$ cat src/rtl/mix_pkg.sv
// mix_pkg: shared types and constants for the mix_engine lane mixer.
// Holds the FSM state enum, the per-lane MUL table, the ADD rule and the shift rule.
package mix_pkg;

  typedef enum logic [1:0] {
    ST_IDLE = 2'd0,
    ST_RUN  = 2'd1,
    ST_DONE = 2'd2
  } state_e;

  localparam int MUL [8] = '{3, 5, 7, 11, 13, 17, 19, 23};

  function automatic int mul_of(input int i);
    return MUL[i % 8];
  endfunction

  function automatic int add_of(input int i);
    return 2 * i + 1;
  endfunction

  function automatic int shl_of(input int w);
    return w / 2;
  endfunction

endpackage

$ cat src/rtl/mix_round.sv
// mix_round: one combinational mixing round over LANES lanes of WIDTH bits.
// Ports: lanes_i (packed input lanes), lanes_o (packed mixed lanes).
module mix_round
  import mix_pkg::*;
#(
  parameter int LANES = 8,
  parameter int WIDTH = 32
) (
  input  logic [LANES*WIDTH-1:0] lanes_i,
  output logic [LANES*WIDTH-1:0] lanes_o
);

  localparam int SHL = shl_of(WIDTH);

  always_comb begin : round
    logic [WIDTH-1:0] x [LANES];
    for (int i = 0; i < LANES; i++)
      x[i] = lanes_i[i*WIDTH +: WIDTH];
    for (int i = 0; i < LANES; i++)
      x[i] = x[i] + WIDTH'(i);
    // Steps 2 and 3 chain: each lane sees lanes already
    // rewritten earlier in the same step.
    for (int i = 0; i < LANES; i++)
      x[i] = x[i] + x[(i + LANES - 1) % LANES];
    for (int i = 0; i < LANES; i++)
      x[i] = x[i] ^ (x[(i + 3) % LANES] << SHL);
    for (int i = 0; i < LANES; i++)
      x[i] = x[i] * WIDTH'(mul_of(i)) + WIDTH'(add_of(i));
    lanes_o = '0;
    for (int i = 0; i < LANES; i++)
      lanes_o[i*WIDTH +: WIDTH] = x[i];
  end

endmodule

$ cat src/rtl/mix_engine.sv
// mix_engine: iterates mix_round r times over a seed, valid/ready on both sides.
// Ports: clk, rst (sync high), in_valid/in_ready/in_seed/in_rounds, out_valid/out_ready/out_state; abort with MIX_ENGINE_ABORT_EN.
module mix_engine
  import mix_pkg::*;
#(
  parameter int LANES = 8,
  parameter int WIDTH = 32
) (
  input  logic                   clk,
  input  logic                   rst,
`ifdef MIX_ENGINE_ABORT_EN
  input  logic                   abort,
`endif
  input  logic                   in_valid,
  output logic                   in_ready,
  input  logic [LANES*WIDTH-1:0] in_seed,
  input  logic [7:0]             in_rounds,
  output logic                   out_valid,
  input  logic                   out_ready,
  output logic [LANES*WIDTH-1:0] out_state
);

  state_e                 state_q, state_d;
  logic [LANES*WIDTH-1:0] x_q, x_d;
  logic [LANES*WIDTH-1:0] x_rnd;
  logic [7:0]             cnt_q, cnt_d;

  mix_round #(
    .LANES(LANES),
    .WIDTH(WIDTH)
  ) u_round (
    .lanes_i(x_q),
    .lanes_o(x_rnd)
  );

  always_comb begin
    state_d   = state_q;
    x_d       = x_q;
    cnt_d     = cnt_q;
    in_ready  = 1'b0;
    out_valid = 1'b0;
    unique case (state_q)
      ST_IDLE: begin
        in_ready = 1'b1;
        if (in_valid) begin
          x_d     = in_seed;
          cnt_d   = in_rounds;
          state_d = (in_rounds == 8'd0) ? ST_DONE : ST_RUN;
        end
      end
      ST_RUN: begin
        x_d   = x_rnd;
        cnt_d = cnt_q - 8'd1;
        if (cnt_q == 8'd1)
          state_d = ST_DONE;
      end
      ST_DONE: begin
        out_valid = 1'b1;
        if (out_ready)
          state_d = ST_IDLE;
      end
      default: state_d = ST_IDLE;
    endcase
`ifdef MIX_ENGINE_ABORT_EN
    // Abort drops the job but leaves the lanes as they were.
    if (abort && state_q != ST_IDLE) begin
      state_d = ST_IDLE;
      x_d     = x_q;
      cnt_d   = 8'd0;
    end
`endif
  end

  always_ff @(posedge clk) begin
    if (rst) begin
      state_q <= ST_IDLE;
      x_q     <= '0;
      cnt_q   <= 8'd0;
    end else begin
      state_q <= state_d;
      x_q     <= x_d;
      cnt_q   <= cnt_d;
    end
  end

  assign out_state = x_q;

endmodule

$ cat config.mk
export PLATFORM = sky130hd
export DESIGN_NAME = mix_engine
export DESIGN_NICKNAME = d
export VERILOG_FILES = /design/src/rtl/mix_pkg.sv /design/src/rtl/mix_round.sv /design/src/rtl/mix_engine.sv
export SDC_FILE = /design/constraint.sdc
export NUM_CORES = 2
export LEC_CHECK = 0
export CORE_UTILIZATION = 30
export DETAILED_ROUTE_END_ITERATION = 6
export PLACE_DENSITY = 0.54
export SLEW_MARGIN = 5
export SYNTH_ARGS = -nofsm -noshare
export SYNTH_HDL_FRONTEND = slang
export SYNTH_SLANG_ARGS = --single-unit
$ cat constraint.sdc
create_clock -name clk -period 18.35 [get_ports clk]
set_clock_uncertainty 0.2 [all_clocks]
set_input_delay 5.505 -clock clk [delete_from_list [all_inputs] [get_ports clk]]
set_output_delay 5.505 -clock clk [all_outputs]
set_load 0.03 [all_outputs]
### After elaboration in Yosys (flattened, before gate mapping)

Cells that the tools add are included.

* add/subtract/negate cells: 24
* equality and inequality tests: 6
* reduce and logical (&&, ||, !) cells: 5
* $mul: 8
* multiplexer cells: 11
* bitwise gates (word level): 8

Operator list (count)
* one-hot mux 256 bit (2 select lines): 1
* adder 32 bit: 8
* 2-to-1 mux 256 bit: 1
* XOR 32 bit: 8
* adder 32 x 3 -> 32 bit, second input constant: 6
* adder 32 x 4 -> 32 bit, second input constant: 4
* adder 32 x 2 -> 32 bit, second input constant: 3
* multiplier 32 x 5 -> 32 bit, second input constant: 3
* adder 32 x 1 -> 32 bit, second input constant: 2
* multiplier 32 x 3 -> 32 bit, second input constant: 2
* multiplier 32 x 4 -> 32 bit, second input constant: 2
* multiplier 32 x 2 -> 32 bit, second input constant: 1
* one-hot mux 8 bit (2 select lines): 1
* equality test 8 x 1 -> 1 bit, second input constant: 1
* zero test 8 bit: 1
* 2-to-1 mux 2 bit: 4
* 2-to-1 mux 8 bit: 1
* subtractor 8 x 1 -> 8 bit, second input constant: 1
* inequality test 2 bit, second input constant: 3
* one-hot mux 2 bit (3 select lines): 1
* AND reduction 3 bit: 1
* equality test 2 x 1 -> 1 bit, second input constant: 1
* equality test 2 bit, second input constant: 1
* zero test 2 bit: 1
* other kinds (3): 4

* word-level logic and storage cells: 65
* register bits: 266
* bits of input ports: 268

### Depth between registers and ports, before layout

* word-level depth: 13
* gate-level depth with buffers: 87
* depth with buffers taken out: 87

### Modules after synthesis

Synthesis repeated with hierarchy kept, for this count alone.

* cell total of the unflattened synthesis: 5671
* area total of the unflattened synthesis: 46772.4 um2

Modules (own cells, without submodules)
* mix_round: times used 1, cells an instance 4168, seq. area each 0.0 um2, area an instance 34503.1 um2
* mix_engine: times used 1, cells an instance 1503, seq. area each 5325.1 um2, area an instance 12269.3 um2

### Worst setup path before layout

OpenSTA, ideal clock, no wires.

* path type: reg-to-reg
* start: reg x_q[224] (netlist: out_state[224])
* end: reg x_q[255] (netlist: out_state[255])
* setup slack: 878 ps
* required time: 18088 ps
* cell stages (with the launch flop): 78
* arrival time: 17210 ps
* setup time: 62 ps
* path through: dfxtp_1 > inv_1 > ha_1 > nor2b_1 > nor2b_1 > xor2_1 > ha_1 > a21boi_0 > o21ai_0 > a21oi_1 > nor2_1 > xnor2_1 > ha_1 > and3_1 > o211ai_1 > o21ba_2 > or3_1 > a21oi_1 > [42 not listed] > inv_1 > fa_1 > inv_1 > ha_1 > a21o_1 > a22o_1 > nor3_1 > o21ai_0 > or3_1 > o211ai_1 > a21boi_0 > o21ai_0 > nand2b_1 > a21oi_1 > xnor3_1 > xnor2_1 > or3b_1 > nand3_1

* longest elaborated chain between the ends: 13

Ends and longest elaborated chain
* start, declared: RTL line mix_engine.sv:24 `logic [LANES*WIDTH-1:0] x_q, x_d;`
* start signal, assigned: RTL line mix_engine.sv:77 `x_q <= '0;`
* start signal, assigned: RTL line mix_engine.sv:81 `x_q <= x_d;`
* adder 32 x 3 -> 32 bit (*): RTL line mix_round.sv:20 `x[i] = x[i] + WIDTH'(i);`
* adder 32 bit (8 in series): RTL line mix_round.sv:24 `x[i] = x[i] + x[(i + LANES - 1) % LANES];`
* XOR 32 bit (*): RTL line mix_round.sv:26 `x[i] = x[i] ^ (x[(i + 3) % LANES] << SHL);`
* multiplier 32 x 5 -> 32 bit (*): RTL line mix_round.sv:28 `x[i] = x[i] * WIDTH'(mul_of(i)) + WIDTH'(add_of(i));`
* adder 32 x 4 -> 32 bit (*): RTL line mix_round.sv:28
* one-hot mux 256 bit (2 select lines) (*): RTL line mix_engine.sv:42 `unique case (state_q)`

Mark *: on every way between the ends. The rest lies on a longest branch, timed or not.
A chain may end at the register's enable or synchronous reset.

### Worst setup path after layout

Same ends and word-level chain as after synthesis.

==> summary.txt <==
Outcome
  • Status: finished, final reports clean

Layout
  • Layout Cells excl Fill: 8406
  • Storage element area: 5330 um2
  • Area Overhead vs Synth: 29.7%
  • Nets: 7803
  • Post-route design area: 58800 um2
  • Area of the multi-input gates: 39100 um2
  • Fill cells: 15300
  • Layout cells sized above 1: 0.123

Placement
  • Final HPWL DP: 186000 um
  • RePlAce Congestion: 0.990
  • Port Buf Inserts: 525
  • Post-placement cell area: 55900 um2
  • DP Cell Count: 8289

Critical path
  • Worst path arrival time: 18.20 ns
  • Cell mode on critical path: ha_1
  • Slowest CP cell: fa_1
  • Critical path startpoint category: register
  • Crit path largest cell delay: 0.53 ns
  • Worst R2R Start: out_state[224]$_SDFFE_PP0P_
  • Crit path kind: reg2reg
  • Worst Path Max Fanout: 5
  • WP data required: 18.72 ns
  • Worst Path Buf+Inv: 8
  • Reg-to-Reg End: out_state[255]$_SDFFE_PP0P_
  • FF-to-FF path depth: 81
  • Reg-to-reg setup timing slack: 0.52 ns
  • Critical Path End Type: register
  • Crit path max-delay family: adder cells

Timing
  • Total negative slack: 0 ns
  • Fmax: 56.1 MHz
  • Worst-Margin Slew: 1.15 ns
  • Setup Viol. Count Final: 0
  • Hold slack: 0.282 ns
  • Final Cycle Share: 0.972
  • Max Slew Vio Count: 0
  • Slew HR: 0.225
  • Tmin final: 17.83 ns
  • Final Hold Vio Count: 0

Synth
  • Syn Nets: 6917
  • Post-synth ARST share: 0
  • List of most frequent post-synthesis cells: ha_1 (998), a21oi_1 (525), nand2_1 (448)
  • Mapped cell area: 45300 um2
  • Count of different cell masters after synthesis: 92
  • Synth top area share: 0.275
  • #FFs+latches synth: 266
  • YS warnings: 0
  • Most frequent cell after synthesis: ha_1
  • Largest cells by area after synthesis: ha_1 (28%), dfxtp_1 (12%), fa_1 (8.0%)
  • Synthesized area per cell: 8.29 um2
  • Seq/Total Area, Yosys: 0.117
  • EDFF count, synth: 0
  • Yosys top cell by area: ha_1
  • Top FF cell, synth: dfxtp_1
  • Synth Instances: 5469

Drt
  • Vias: 45800
  • Routed vias/inst: 5.45
  • DR WL/cell: 26.1 um
  • 1st-iter DRT viols: 3867
  • # DRC: 0
  • DRT Pass-1 Iters: 6
  • Drt total wl: 219000 um
  • Final ANT Viol Nets: 0

Worst hold path
  • Worst Min Path Start: out_state[89]$_SDFFE_PP0P_
  • Hold Crit Class: reg2reg
  • Hold EP: out_state[89]$_SDFFE_PP0P_
  • WHS Path Cells: 2

Clock tree
  • CTS root buffer: clkbuf_16
  • Post-CTS Hold Fix Bufs: 0
  • Clk_lat worst skew: 0.63 ns
  • H-tree Lvls: 2
  • TritonCTS clock tree: done
  • CTS Sinks: 266
  • Longest Clk Path Bufs: 3
  • CTS buffer count: 42
  • CTS clock-pin slew for the worst setup and hold paths: 0.06 ns

Die
  • Die X: 391 um
  • Chip height: 391 um
  • Row count: 142
  • Core area: 150000 um2
  • I/O pin count: 526
  • Die ar.: 153000 um2
  • Starting density of the core: 0.302

Global route
  • Vias in the first global route: 43900
  • Grt ovf: 0
  • Gr usage total: 0.277
  • Initial antenna violation count: 12
  • First-pass GRT wire length: 308000 um
  • Largest net degree at the start of global routing: 113

Flow run
  • Max-Cap Viols: 0
==> what timing repair did <==
action / CTS / global route
gates resized for setup: 16 / 211
pin swaps: 3 / 79
endpoints found under the setup margin: 1 / 12
buffers inserted: 2 / 36
cloned: 0 / 0
==> cells by family after synthesis <==
| logic type | after synthesis | synth area share |
|---|---|---|
| buffers and inverters | 590 | 0.0488 |
| flip-flops | 266 | 0.117 |
| adder cells (fa/ha/maj) | 1180 | 0.356 |
| AND/OR/NAND/NOR | 1235 | 0.124 |
| AO/OA/AOI/OAI | 1582 | 0.231 |
| multiplexers | 6 | 0.00135 |
| XOR/XNOR | 610 | 0.121 |
==> cells in the final DEF (no fill, tap or decap), types with 13 or more instances in the layout <==
| cell type | n |
|---|---|
| xnor2_1 | 345 |
| nand4_1 | 18 |
| nor2_1 | 335 |
| o31ai_1 | 13 |
| ha_1 | 977 |
| o21a_1 | 78 |
| ha_4 | 15 |
| o21ai_1 | 17 |
| o211ai_1 | 30 |
| clkdlybuf4s50_1 | 523 |
| nor3_1 | 74 |
| nand2b_1 | 48 |
| o21bai_1 | 53 |
| buf_4 | 462 |
| xor2_1 | 193 |
| a31oi_1 | 29 |
| fa_1 | 182 |
| nand3_1 | 78 |
| o22ai_1 | 17 |
| nand2_1 | 444 |
| or2_2 | 20 |
| a21o_1 | 166 |
| o21ai_0 | 198 |
| a311oi_1 | 26 |
| a21boi_0 | 14 |
| o221ai_1 | 178 |
| xnor2_2 | 44 |
| or3_1 | 26 |
| clkbuf_16 | 44 |
| xor2_2 | 13 |
| inv_1 | 441 |
| a21oi_2 | 22 |
| and2_1 | 18 |
| nor2b_1 | 53 |
| a221oi_1 | 14 |
| dfxtp_1 | 265 |
| a211oi_1 | 53 |
| and3_1 | 30 |
| a21oi_1 | 503 |
==> worst reg2reg max path, delay by kind of cell (launching register included) <==
kind	cells	cell delay (ns)
fa+ha+maj	18	5.61
compound gates	24	4.68
simple gates	20	3.40
xor+xnor	11	2.57
buf+inv	8	0.94
flops	1	0.34
==> flip-flops by register name (all words and copies together) (netlist names) <==
name,flops
cnt_q,8
out_state,256
state_q,2
==> metal layers <==
metal	up-vias	routed length (um)	track usage
li1	21600	-	-
met1	22300	97100	0.372
met5	-	27	0
met3	256	14700	0.0374
met4	4	7960	0.0903
met2	1638	99400	0.454
==> area by class of cell <==
cell class / instances / area share
multi-input cells: 4613 / 0.665
repair buffers: 990 / 0.149
flip-flops and latches: 266 / 0.0906
well taps: 2016 / 0.0429
inverters: 442 / 0.0282
clock buffers: 54 / 0.0202
clock inverters: 22 / 0.00345
diodes: 3 / 0.000128
==> how the worst max path moves through the flow <==
stage	start	end	slack (ns)	cells past startpoint
6_report	out_state[224]$_SDFFE_PP0P_	out_state[255]$_SDFFE_PP0P_	0.52	81
3_3_place_gp	out_state[224]$_SDFFE_PP0P_	out_state[255]$_SDFFE_PP0P_	-0.21	79
2_1_floorplan	out_state[224]$_SDFFE_PP0P_	out_state[255]$_SDFFE_PP0P_	0.88	77
5_1_grt	out_state[224]$_SDFFE_PP0P_	out_state[255]$_SDFFE_PP0P_	-0.12	80
4_1_cts	out_state[224]$_SDFFE_PP0P_	out_state[255]$_SDFFE_PP0P_	0.03	79
3_5_place_dp	out_state[224]$_SDFFE_PP0P_	out_state[255]$_SDFFE_PP0P_	-0.29	80
==> metrics by stage <==
stage,worst slack (ns),util
finish,0.516,0.392
floorplan,0.878,-
global placement,-0.214,0.373
CTS,0.0298,0.383
global route,-0.119,0.392
detailed placement,-0.286,0.373
Power is not shown: default switching activity piles up to over one toggle a cycle in this logic, so the estimate is an artifact.
